## src/rtl/slice_add_seq.sv

```systemverilog
// rtl/slice_add_seq.sv - multi-cycle W-bit adder reusing one N-bit slice stage, LSB slice first
// Optional feature macro: SLICE_ADD_SEQ_OVF_EN adds the signed-overflow output ovf.
module slice_add_seq #(
    parameter int N = 4,
    parameter int M = 4
) (
    input  logic           clk,
    input  logic           rst,
    input  logic           start,
    input  logic [N*M-1:0] a,
    input  logic [N*M-1:0] b,
    input  logic           ci,
    output logic           busy,
    output logic           done,
    output logic [N*M-1:0] sum,
    output logic           co
`ifdef SLICE_ADD_SEQ_OVF_EN
    ,
    output logic           ovf
`endif
);

    localparam int W  = N * M;
    localparam int KW = (M > 1) ? $clog2(M) : 1;

    typedef enum logic [1:0] {IDLE, RUN, DONE} state_t;

    state_t         state, state_nx;
    logic [W-1:0]   a_r, b_r;
    logic [KW-1:0]  k;
    logic           carry;
    logic [N:0]     slice_sum;
    logic           last;
    logic           accept;

    assign last      = (k == KW'(M - 1));
    assign accept    = start && ((state == IDLE) || (state == DONE));
    assign slice_sum = {1'b0, a_r[k*N +: N]} + {1'b0, b_r[k*N +: N]} + {{N{1'b0}}, carry};

    always_ff @(posedge clk) begin
        if (rst) begin
            state <= IDLE;
        end else begin
            state <= state_nx;
        end
    end

    always_comb begin
        state_nx = state;
        busy     = 1'b0;
        done     = 1'b0;
        case (state)
            IDLE: begin
                if (start) state_nx = RUN;
            end
            RUN: begin
                busy = 1'b1;
                if (last) state_nx = DONE;
            end
            DONE: begin
                done     = 1'b1;
                state_nx = start ? RUN : IDLE;
            end
            default: state_nx = IDLE;
        endcase
    end

    always_ff @(posedge clk) begin
        if (rst) begin
            a_r   <= '0;
            b_r   <= '0;
            k     <= '0;
            carry <= 1'b0;
            sum   <= '0;
            co    <= 1'b0;
`ifdef SLICE_ADD_SEQ_OVF_EN
            ovf   <= 1'b0;
`endif
        end else if (accept) begin
            a_r   <= a;
            b_r   <= b;
            carry <= ci;
            k     <= '0;
        end else if (state == RUN) begin
            sum[k*N +: N] <= slice_sum[N-1:0];
            carry         <= slice_sum[N];
            k             <= k + KW'(1);
            if (last) begin
                co <= slice_sum[N];
`ifdef SLICE_ADD_SEQ_OVF_EN
                // carry into the MSB is recovered from the MSB sum bit and its operand bits
                ovf <= (slice_sum[N-1] ^ a_r[W-1] ^ b_r[W-1]) ^ slice_sum[N];
`endif
            end
        end
    end

endmodule

```

## config.mk

```make
export PLATFORM = sky130hd
export DESIGN_NAME = slice_add_seq
export DESIGN_NICKNAME = d
export VERILOG_FILES = /design/src/rtl/slice_add_seq.sv
export SDC_FILE = /design/constraint.sdc
export NUM_CORES = 1
export LEC_CHECK = 0
export BUFFER_PORTS_ARGS = -buffer_cell sky130_fd_sc_hd__buf_2
export CAP_MARGIN = 30
export CORE_UTILIZATION = 45
export DETAILED_ROUTE_END_ITERATION = 6
export HOLD_SLACK_MARGIN = 0.03
export PLACE_DENSITY = 0.73
export SLEW_MARGIN = 25
export SYNTH_ARGS = -nofsm -noshare
export SYNTH_HDL_FRONTEND = slang
export SYNTH_SLANG_ARGS = --single-unit
```

## constraint.sdc

```tcl
create_clock -name clk -period 2.8 [get_ports clk]
set_input_delay 0.7 -clock clk [delete_from_list [all_inputs] [get_ports clk]]
set_output_delay 0.7 -clock clk [all_outputs]
set_load 0.1 [all_outputs]
```

==> metrics.txt <==
HPWL after detailed placement=3.66 mm; top cells by area, synth=dfxtp_1, nand2_1, a21oi_1; Lkg Pwr=1.19 nW; top achievable clock speed=380 MHz; Detail Route Antenna Nets=0; min Tclk post-route=2.63 ns; WL met2=2.22 mm; clk buf depth=2; top cell type's share of synthesized area=45.8%; Post-synth EDFFs=0; HP Start=sum[15]; global-route wire length before repair=8.22 mm; routed length on met1=2.31 mm; Critical Path Source Type=flip-flop; total number of vias=1928; GRT overflow=0; FF-to-FF Start=k[0]; pin count of the biggest net entering global routing=31; met3 WL=255 um; #FFs+latches synth=54; # nets final=355; hold worst-path end=sum[15]; worst skew pair latency=0.30 ns; Final Skew=0.00890 ns; CP required=3.00 ns; vias per cell=5.13; worst hold path class=reg2reg; FF-to-FF End=carry; most numerous cell in the Yosys netlist=nand2_1; Routed WL per cell=13.0 um; leading area contributor after synthesis=dfxtp_1; Clock Power Share=29.3%; ant diodes=0; normalized max-slew margin=67.5%; FF-to-FF path depth=8; WP data arrival=2.83 ns; sw frac=27.6%; initial antenna violation count=0; final-report hold violation count=0; Worst-path clk slew=0.09 ns; Gate power share=16.1%; I/O pin count=55; flop2flop setup slack=0.17 ns; P per Cell Area=547 mW/mm^2; Sink Count=54; Post-Syn Area=0.00236 mm^2; Die Ht=74.4 um; Hold Buf Count CTS=0; final period utilization=93.9%; Internal=1.09 mW; number of global-route vias before repair=1777; FP Rows=25; Cell variety after synth=38; Initial DRC Count=80; CTS tree=built; initial cell density of the core=48.4%; Slew @ Worst Pin=0.487 ns; setup_tns=0 ns; share of power burned in registers=54.6%; hold path depth=2; Placeable Area=0.00488 mm^2; crit path max fanout=15; Post-Syn Instances=259; Slew Limit Fails=0; crit end category=flip-flop; CTS buffer count=5; post-CTS sizing=0; Async SR Flop Fraction=0%; clock root buffer=clkbuf_8; Sw Pwr=416 uW; Top Metal Used=met4; first-pass detailed-route iteration total=4; Detailed Route WL=4.89 mm; die area=0.00554 mm^2; Max-Cap Viols=0; setup bufs post-CTS=0; top cells by count, synth=nand2_1, dfxtp_1, a21oi_1; final instance area=0.00276 mm^2; main flop type after synthesis=dfxtp_1; die width=74.4 um; Peak VDD IR=0.335 mV; crit path kind=reg2reg; count of final setup violators=0; Total GRT Usage=19.3%; I/O Buffers=54; Area Growth Syn to Fin=16.9%; Area after DPL=0.00267 mm^2; share of post-route cells with drive strength above 1=25.9%; Mapped Avg Cell Area=9.12 um^2; htree depth=2; status=complete, no violations; unrepaired setup endpoints after global routing=no; net count after synthesis=306; post-route DRC violation count=0; Ys Warns=0; routability cong.=0.796; sequential fraction of the synthesis area=45.8%
==> how the worst max path moves through the flow <==
stage | start | end | slack, ns | cells after the start
2_1_floorplan | k[0] | carry | 0.02 | 8
3_5_place_dp | k[0] | carry | 0.16 | 8
3_3_place_gp | k[0] | carry | 0.27 | 8
4_1_cts | k[0] | carry | 0.12 | 8
6_report | k[0] | carry | 0.17 | 8
5_1_grt | k[0] | carry | 0.03 | 8
==> sequential cells by signal, summed over array words and instances, names as in the netlist <==
signal / cells
a_r: 16
b_r: 16
sum: 16
k: 2
state: 2
carry: 1
co: 1
==> worst max-delay path: stages (launching register included) <==
cell and delay (ns):
dfxtp_1 0.39, buf_6 0.22, mux4_2 0.34, fa_1 0.44, fa_1 0.42, a21o_1 0.19, a21oi_1 0.19, a2111oi_1 0.12
a31o_1 0.22
==> layout make-up <==
| type | instances | area (um^2) |
|---|---|---|
| flip-flops and latches | 54 | 1080 |
| clock inverters | 1 | 5.00 |
| inverters | 4 | 16.3 |
| well taps | 67 | 83.8 |
| fillers | 464 | 2120 |
| repair buffers | 59 | 312 |
| multi-input cells | 184 | 1180 |
| clock buffers | 7 | 86.3 |
==> metrics by stage <==
stage / setup slack, ns / util [%] / hold slack [ns] / total power [mW] / std cells
2_1_floorplan: 0.0244 / - / 0.433 / 1.02 / 259
3_3_place_gp: 0.273 / 54.6 / 0.439 / 1.08 / 368
3_5_place_dp: 0.165 / 54.6 / 0.445 / 1.08 / 368
4_1_cts: 0.117 / 56.5 / 0.458 / 1.51 / 376
5_1_grt: 0.0343 / 56.6 / 0.477 / 1.58 / 376
6_report: 0.171 / 56.6 / 0.454 / 1.51 / 376
==> power by group through the flow <==
| stage | combinational (mW) | clock [mW] | sequential (mW) |
|---|---|---|---|
| after floorplan | 0.160 | 0 | 0.861 |
| after global placement | 0.238 | 0 | 0.840 |
| after detailed placement | 0.242 | 0 | 0.842 |
| after CTS | 0.243 | 0.442 | 0.824 |
| after global routing | 0.270 | 0.478 | 0.828 |
| final | 0.243 | 0.443 | 0.823 |
==> cells by family (layout without fill, tap and decap cells) <==
| group | after synthesis | count (layout) | synth area share, % |
|---|---|---|---|
| compound gates | 58 | 58 | 14.8 |
| xor+xnor | 2 | 2 | 0.742 |
| buf+inv | 21 | 71 | 4.50 |
| fa+ha+maj | 11 | 11 | 6.47 |
| mux | 8 | 8 | 7.63 |
| flops | 54 | 54 | 45.8 |
| simple gates | 105 | 105 | 20.1 |
==> placed cells by master, fill, tap and decap left out, types with 2 or more instances in the layout <==
cell type / synthesis / layout
inv_1: 3 / 3
a22oi_1: 12 / 12
mux4_2: 8 / 8
nand2_1: 72 / 72
nor3_1: 2 / 2
nor2_1: 16 / 16
ha_1: 9 / 9
buf_2: 5 / 54
buf_4: 5 / 4
a21oi_1: 37 / 37
nand3_1: 2 / 2
and3_1: 3 / 3
clkinv_2: 1 / 2
fa_1: 2 / 2
clkbuf_8: 0 / 6
dfxtp_1: 54 / 54
==> metal layers <==
metal  up-vias  GRT usage, %
met1       875          25.2
met5         -             0
li1        981             -
met3        12          4.47
met4         0          6.29
met2        60          31.4
(Power assumes the default switching activity.)
